`src/rtl/truth_table_sweeper.sv`:
```
// Sweeps an N_IN-input combinational block through every input vector in
// ascending order, captures its output as a truth table and scores it against a latched reference.
module truth_table_sweeper #(
    parameter int unsigned N_IN       = 4,
    parameter int unsigned SETTLE_CYC = 2
) (
    input  logic                    clk,
    input  logic                    rst_n,
    input  logic                    i_start,
    input  logic                    i_abort,
    input  logic [(2**N_IN)-1:0]    i_expected,
    output logic [N_IN-1:0]         o_vec_out,
    input  logic                    i_f_in,
    output logic                    o_busy,
    output logic                    o_done,
    output logic                    o_results_valid,
    output logic                    o_pass,
    output logic [(2**N_IN)-1:0]    o_table_out,
    output logic [N_IN:0]           o_mismatch_cnt,
    output logic [N_IN-1:0]         o_first_fail_idx
);

    localparam int unsigned V     = 2**N_IN;
    localparam int unsigned CNT_W = 8;
    localparam int unsigned MM_W  = N_IN + 1;

    typedef enum logic [1:0] {
        S_IDLE,
        S_SETTLE,
        S_SAMPLE,
        S_DONE
    } state_t;

    state_t             r_state;
    logic [N_IN-1:0]    r_idx;
    logic [CNT_W-1:0]   r_settle_cnt;
    logic [V-1:0]       r_expected;
    logic               r_fail_seen;
    logic [N_IN-1:0]    r_vec_out;
    logic               r_busy;
    logic               r_done;
    logic               r_results_valid;
    logic               r_pass;
    logic [V-1:0]       r_table;
    logic [MM_W-1:0]    r_mismatch_cnt;
    logic [N_IN-1:0]    r_first_fail_idx;

    logic               w_last_idx;
    logic               w_mismatch;

    assign w_last_idx = (r_idx == N_IN'(V - 1));
    assign w_mismatch = (i_f_in != r_expected[r_idx]);

    // Sweep sequencer; every output is a register updated here.
    always_ff @(posedge clk or negedge rst_n) begin
        if (!rst_n) begin
            r_state          <= S_IDLE;
            r_idx            <= '0;
            r_settle_cnt     <= '0;
            r_expected       <= '0;
            r_fail_seen      <= 1'b0;
            r_vec_out        <= '0;
            r_busy           <= 1'b0;
            r_done           <= 1'b0;
            r_results_valid  <= 1'b0;
            r_pass           <= 1'b0;
            r_table          <= '0;
            r_mismatch_cnt   <= '0;
            r_first_fail_idx <= '0;
        end else begin
            r_done <= 1'b0;
            case (r_state)
                S_IDLE: begin
                    if (!i_abort && i_start) begin
                        r_expected       <= i_expected;
                        r_table          <= '0;
                        r_mismatch_cnt   <= '0;
                        r_first_fail_idx <= '0;
                        r_results_valid  <= 1'b0;
                        r_pass           <= 1'b0;
                        r_fail_seen      <= 1'b0;
                        r_idx            <= '0;
                        r_vec_out        <= '0;
                        r_settle_cnt     <= CNT_W'(SETTLE_CYC - 1);
                        r_busy           <= 1'b1;
                        r_state          <= S_SETTLE;
                    end
                end
                S_SETTLE: begin
                    if (i_abort) begin
                        r_busy    <= 1'b0;
                        r_vec_out <= '0;
                        r_state   <= S_IDLE;
                    end else if (r_settle_cnt == '0) begin
                        r_state <= S_SAMPLE;
                    end else begin
                        r_settle_cnt <= r_settle_cnt - CNT_W'(1);
                    end
                end
                S_SAMPLE: begin
                    if (i_abort) begin
                        r_busy    <= 1'b0;
                        r_vec_out <= '0;
                        r_state   <= S_IDLE;
                    end else begin
                        r_table[r_idx] <= i_f_in;
                        if (w_mismatch) begin
                            r_mismatch_cnt <= r_mismatch_cnt + MM_W'(1);
                            if (!r_fail_seen) begin
                                r_first_fail_idx <= r_idx;
                                r_fail_seen      <= 1'b1;
                            end
                        end
                        if (w_last_idx) begin
                            r_done  <= 1'b1;
                            r_state <= S_DONE;
                        end else begin
                            r_idx        <= r_idx + N_IN'(1);
                            r_vec_out    <= r_idx + N_IN'(1);
                            r_settle_cnt <= CNT_W'(SETTLE_CYC - 1);
                            r_state      <= S_SETTLE;
                        end
                    end
                end
                S_DONE: begin
                    // Final mismatch count has landed by now, so pass is scored here.
                    r_results_valid <= 1'b1;
                    r_pass          <= (r_mismatch_cnt == '0);
                    r_busy          <= 1'b0;
                    r_vec_out       <= '0;
                    r_state         <= S_IDLE;
                end
                default: r_state <= S_IDLE;
            endcase
        end
    end

    assign o_vec_out        = r_vec_out;
    assign o_busy           = r_busy;
    assign o_done           = r_done;
    assign o_results_valid  = r_results_valid;
    assign o_pass           = r_pass;
    assign o_table_out      = r_table;
    assign o_mismatch_cnt   = r_mismatch_cnt;
    assign o_first_fail_idx = r_first_fail_idx;

endmodule

```
`config.mk`:
```
export PLATFORM = sky130hd
export DESIGN_NAME = truth_table_sweeper
export DESIGN_NICKNAME = d
export VERILOG_FILES = /design/src/rtl/truth_table_sweeper.sv
export SDC_FILE = /design/constraint.sdc
export NUM_CORES = 1
export LEC_CHECK = 0
export ABC_AREA = 1
export ABC_CLOCK_PERIOD_IN_PS = 2200
export CORE_ASPECT_RATIO = 1.2
export CORE_MARGIN = 2
export CORE_UTILIZATION = 53
export DETAILED_ROUTE_END_ITERATION = 6
export PLACE_DENSITY = 0.78
export SETUP_SLACK_MARGIN = 0.4
export SLEW_MARGIN = 20
export SYNTH_ARGS = -nofsm -noshare
export SYNTH_HDL_FRONTEND = slang
export SYNTH_SLANG_ARGS = --single-unit
```
`constraint.sdc`:
```
create_clock -name clk -period 2.2 [get_ports clk]
set_clock_uncertainty 0.15 [all_clocks]
set_input_delay 0.44 -clock clk [delete_from_list [all_inputs] [get_ports clk]]
set_output_delay 0.44 -clock clk [all_outputs]
set_load 0.02 [all_outputs]
```
==> key figures <==
Cells and area
  – Final non-filler cell total: 574
  – Fill cell count: 410
  – Antenna diodes: 0
  – Reg area: 1600 um^2
  – Fraction of layout instances using a drive strength above 1: approximately 28%
  – Area of the multi-input gates: between 1500 and 2000 um^2
  – Syn-to-layout area delta: 39.9%
  – Layout Nets: 519

Critical path
  – Critical Path Sink Type: flop
  – Crit-path max FO: 7
  – CP cell instances: clkbuf_16 -> nand2_2 -> nand3_2 -> nand2_2 -> nand2_2 -> nand2_4 -> o21bai_4 -> nand3_4 -> nand2_8 -> nand2_2 -> o21ai_2
  – RR Startpoint: r_idx[0]
  – Critical path launch point: r_idx[0]
  – CP Launch Type: flop
  – Crit Path Class: reg -> reg
  – Worst path max stage delay: 0.51 ns
  – Crit path arrival time: 2.05 ns
  – Data required, critical path: roughly 2.3 ns
  – Slowest cell on the critical path: dfrtp_2
  – CP most frequent cell: nand2_2

STA
  – Slew margin rel.: 74.9%
  – Minimum clock period: roughly 1.9 ns
  – Max Fclk: between 500 and 600 MHz
  – Hold_ws: roughly 0.32 ns
  – Final setup fails: 0
  – Setup Total Neg Slack: 0 ns
  – Final Hold Fails: 0
  – Max-slew violation count: 0
  – Worst-Margin Slew: 0.377 ns
  – Fin crit share: 88.1%
  – RSZ-0062 raised after global routing: true

Floorplan
  – Starting Density: a little under three fifths
  – I/O pins: 54
  – Core Rows: 31
  – Die H: 90.9 um
  – Die Footprint: 6940 um^2
  – CORE AREA: 6050 um^2
  – Chip Width: about 76 um

Hold path
  – Hold path startpoint: o_first_fail_idx[0]
  – Hold Crit Class: reg -> reg

GRT
  – Largest net degree at the start of global routing: 65
  – Antenna violations before repair: 0
  – GR Overflow Total: 0
  – Global Route Usage Sum: 21.7%
  – First-pass GRT wire length: 12100 um
  – Vias in the first global route: 2776

Synth
  – Flops & latches, synth: 64
  – Most common cell in the synthesized netlist: nand2_1
  – Area share of the largest cell type after synthesis: 48.0%
  – Synthesis Warnings: 0
  – Post-synth ARST share: 100%
  – Seq/Total Area, Yosys: roughly half
  – Yosys cell types: 32
  – EDFF count, synth: 0
  – Top cells by count, synth: 106 x nand2_1, 64 x dfrtp_1, 53 x inv_1, 27 x o21ai_0, 22 x nor2_1
  – Synth Flop Type: dfrtp_1
  – Syn nets: between 400 and 500
  – Area contributors post-synth: dfrtp_1 48%, nand2_1 12%, inv_1 6.0%
  – Cells after Synth: 404
  – Synthesized area per cell: 8.25 um^2
  – Cell Area, Synth: 3330 um^2
  – Cell taking the most area after synthesis: dfrtp_1

CTS
  – TritonCTS buffer count: 9
  – CTS Sinks: 64
  – Clock Latency Late Sink: between 0.3 and 0.4 ns
  – Clk root buf: clkbuf_8
  – Clock transition at path regs: around 0.070 ns
  – Clk buf depth: 2
  – H-tree Lvls: 3
  – TritonCTS clock tree: yes

Route
  – DRC viols: 0
  – Initial drt markers: 253
  – Post-DR vias/cell: 5.36
  – Routed via count: between 3k and 4k
  – Post-Route WL: 8540 um
  – Drt pass-1 iters: 5
  – Final ANT Viol Nets: 0
  – Mean routed wirelength per cell: 14.9 um

Placement
  – Dpl hpwl: 4790 um
  – Dpl cells: 538
  – Port bufs: 53
  – Routability congestion estimate: 0.837

Outcome
  – Status: finished, final reports clean

Flow run
  – Max cap viols: 0

Power and ir drop
  – Leakage: 2.27 nW
  – Power per cell area: roughly 1200 nW/um^2
  – Worst VDD drop: 779 uV
  – Post-route total power: between 5 and 6 mW
==> path summary, 6_finish.rpt <==
kind / end / cells past startpoint / slack, ns
worst min register to register: o_first_fail_idx[0] / 2 / 0.32
worst max-delay path: o_mismatch_cnt[2] / 11 / 0.26
max in group asynchronous: r_idx[2] / 3 / 1.14
worst min-delay path: o_first_fail_idx[0] / 2 / 0.32
worst max register to register: o_mismatch_cnt[2] / 11 / 0.26
min in group asynchronous: o_vec_out[0] / 3 / 0.49
==> state kept, by name, summed over array words and instances, names as in the netlist <==
register	flops
o_table_out	16
r_expected	16
r_settle_cnt	8
o_mismatch_cnt	5
o_first_fail_idx	4
o_vec_out	4
r_idx	4
r_state	2
o_busy	1
o_done	1
o_pass	1
o_results_valid	1
r_fail_seen	1
==> cell usage in the layout, fill, tap and decap left out, types with 6 or more instances in the layout <==
cell type        Yosys  final
a21oi_1             19     12
a21oi_2              0      6
buf_4                1     17
clkbuf_8             0      9
clkdlybuf4s50_1      0     18
dfrtp_1             64     62
dlygate4sd2_1        0     34
ha_1                11      8
inv_1               53     51
inv_2                9      7
nand2_1            106     83
nand2_2              9     28
nand3_1             19      9
nand3_2              1      9
nor2_1              22     17
o21ai_0             27     24
o21ai_2              7      7
o22ai_1             18     13
==> layout make-up <==
cell class | instances | area share (%)
Clock buffer | 12 | 2.90
Timing Repair inverter | 1 | 0.134
Timing Repair Buffer | 81 | 17.0
Multi-Input combinational cell | 268 | 37.2
Clock inverter | 4 | 0.966
Tap cell | 82 | 2.20
Inverter | 62 | 5.26
Sequential cell | 64 | 34.4
==> timing repair <==
| item | in CTS | in global routing |
|---|---|---|
| resized for setup | 64 | 60 |
| setup buffers | 10 | 4 |
| pin swaps | 9 | 19 |
| endpoints found under the hold margin | 64 | 0 |
| hold buffers | 1 | 0 |
| cloned | 1 | 4 |
| setup endpoints to repair | 74 | 44 |
==> critical path, delay by kind of cell, from the launching register on <==
| kind | cells | cell delay (ns) |
|---|---|---|
| DFF | 1 | 0.51 |
| AOI/OAI and AO/OA | 2 | 0.22 |
| buffers and inverters | 1 | 0.20 |
| and+or+nand+nor | 8 | 0.77 |
==> metal layers <==
metal  share of wire [%]  routed length [um]  GRT usage (%)  vias to the layer above
met5                   0                   0              0                        -
met2                  53                4480           37.2                      127
li1                    -                   -              -                     1467
met1                  40                3390           26.2                     1458
met4                 2.6                 218           10.0                        0
met3                 5.2                 441           4.60                       24
==> where the power goes <==
| group | switching, mW | internal, mW |
|---|---|---|
| combinational | 1.75 | 1.12 |
| clock | 0.436 | 0.519 |
| sequential | 0.149 | 1.44 |
==> metrics by stage <==
stage	utilization, %	area [um^2]	setup slack [ns]
6_report	77.0	4660	0.263
3_3_place_gp	66.0	3990	0.0213
4_1_cts	71.8	4340	0.341
3_5_place_dp	66.0	3990	-0.0638
2_1_floorplan	-	3340	0.406
5_1_grt	77.0	4660	0.193
==> cell families after synthesis <==
group           synth area share, %
flops                          48.0
simple gates                   22.8
buf+inv                        9.46
fa+ha+maj                      4.13
xor+xnor                       1.84
compound gates                 13.7
No activity file was read; power rests on OpenSTA's default activity.
==> edit (same flow settings) <==
Encoding of `state_t`: now Gray code (2 bits for 4 states).
--- a/src/rtl/truth_table_sweeper.sv
+++ b/src/rtl/truth_table_sweeper.sv
@@ -26,8 +26,8 @@
 
     typedef enum logic [1:0] {
-        S_IDLE,
-        S_SETTLE,
-        S_SAMPLE,
-        S_DONE
+        S_IDLE   = 2'b00,
+        S_SETTLE = 2'b01,
+        S_SAMPLE = 2'b11,
+        S_DONE   = 2'b10
     } state_t;
 
Check against the original RTL: no difference found for any inputs over 10 cycles, from zero or initial values and one cycle with rst_n low; not proved beyond that.
==> edit against the unedited design <==
  * Worst setup slack improved by 0.093 ns
  * Maximum frequency rose by 5.0%
  * Hold slack improved by 0.0039 ns
  * Sequential cell count did not move
  * Design area fell by 2.4%
  * Synthesized area fell by 0.41%
  * Critical path type unchanged
  * Highest routed layer unchanged
  * Sequential share of layout area rose by 0.92 points
  * Routed wire length fell by 7.4%
Power is not compared: it rests on default switching activity, and its combinational part moved more than twofold at a synthesized area within 25%.
==> edit: results (changes against the unedited design) <==
\begin{tabular}{lr}
\hline
Metric & Value \\
\hline
\multicolumn{2}{l}{\textbf{Timing}} \\
Tightest hold margin & 0.328 ns (was 0.324 ns) \\
Relative slew margins & 76.2\% (was 74.9\%) \\
\multicolumn{2}{l}{\textbf{Routing}} \\
Detail-routed net length per standard cell & 13.9 µm (was 14.9 µm) \\
DR pass1 iterations & 4 (was 5) \\
Wire length after detailed routing & 7910 µm (was 8540 µm) \\
Avg Vias per Cell & 5.14 (was 5.36) \\
Sum of routed wire segments on met1 & 3480 µm (was 3390 µm) \\
\multicolumn{2}{l}{\textbf{Synth}} \\
Syn nets & 429 (was 436) \\
Post-synthesis sequential area ratio & 48.2\% (was 48.0\%) \\
Gate count of the mapped netlist & 400 (was 404) \\
Most numerous cell types in the synthesized netlist & 93 x nand2\_1, 64 x dfrtp\_1, 57 x inv\_1 (was 106 x nand2\_1, 64 x dfrtp\_1, 53 x inv\_1) \\
Number of distinct standard cells referenced by the synthesized netlist & 33 (was 32) \\
Top cells by area in the synthesized netlist & dfrtp\_1 48\%, nand2\_1 11\%, inv\_1 6.4\% (was dfrtp\_1 48\%, nand2\_1 12\%, inv\_1 6.0\%) \\
\multicolumn{2}{l}{\textbf{Place}} \\
Placed cell count & 539 (was 538) \\
Total cell area at the placement stage & 4040 µm² (was 3990 µm²) \\
Setup Slack @ Placement & -0.0712 ns (was -0.0638 ns) \\
\multicolumn{2}{l}{\textbf{Cells and area}} \\
Layout cell share with drive strength beyond 1 & 24.8\% (was 28.0\%) \\
Post-layout nets & 512 (was 519) \\
\multicolumn{2}{l}{\textbf{Setup path}} \\
Reg-to-reg critical path endpoint & r\_settle\_cnt[2] (was o\_mismatch\_cnt[2]) \\
Crit path arrival time & 1.92 ns (was 2.05 ns) \\
Reg-to-reg slack, setup & 0.36 ns (was 0.26 ns) \\
\multicolumn{2}{l}{\textbf{GRT}} \\
GRT met3 Usage & 5.70\% (was 4.60\%) \\
Met1 track demand over resource in global routing & 28.8\% (was 26.2\%) \\
First-pass GRT wire length & 12700 µm (was 12100 µm) \\
\multicolumn{2}{l}{\textbf{Outcome}} \\
Run status & complete, no violations (unchanged) \\
\multicolumn{2}{l}{\textbf{Min path}} \\
Hold EP & o\_results\_valid (was o\_first\_fail\_idx[0]) \\
\hline
\end{tabular}
edit: logic make-up after synthesis:
group	synth area share [%]
buffers and inverters	9.91
flip-flops	48.2
XOR/XNOR	1.58
AO/OA/AOI/OAI	14.2
adder cells (fa/ha/maj)	3.02
AND/OR/NAND/NOR	23.0
edit: worst max path at each step:
stage / end / slack (ns) / cells past startpoint / from
2_1_floorplan: o_mismatch_cnt[2] / 0.42 / 13 / r_idx[0]
3_3_place_gp: o_first_fail_idx[0] / 0.0008 / 11 / i_start
3_5_place_dp: o_first_fail_idx[2] / -0.07 / 10 / i_abort
4_1_cts: r_fail_seen / 0.37 / 13 / r_idx[0]
5_1_grt: r_settle_cnt[2] / 0.27 / 9 / r_idx[0]
6_report: r_settle_cnt[2] / 0.36 / 9 / r_idx[0]
edit: what timing repair did:
| action | in CTS | in global routing |
|---|---|---|
| resized for setup | 49 | 56 |
| buffers inserted | 7 | 5 |
| hold buffers | 1 | 0 |
| pin swaps | 6 | 16 |
| gates cloned | 0 | 2 |
| setup endpoints to repair | 76 | 42 |
| hold endpoints to repair | 64 | 0 |
edit: area by class of cell:
cell class	count	area [µm²]	share of cell area, %
Sequential cell	64	1610	35.3
Tap cell	82	103	2.26
Multi-Input combinational cell	260	1590	35.0
Clock buffer	12	145	3.19
Inverter	64	262	5.75
Clock inverter	4	20.0	0.440
Timing Repair inverter	1	8.76	0.193
Timing Repair Buffer	83	810	17.8
edit: critical path, cell delays in order (launching register included):
cell and delay (ns):
dfrtp_2 0.42, buf_12 0.16, ha_4 0.17, nand2_4 0.07, nor2_4 0.04, nand2_2 0.09, nand4_1 0.22, buf_4 0.23
nor3_2 0.11, nor2_1 0.06
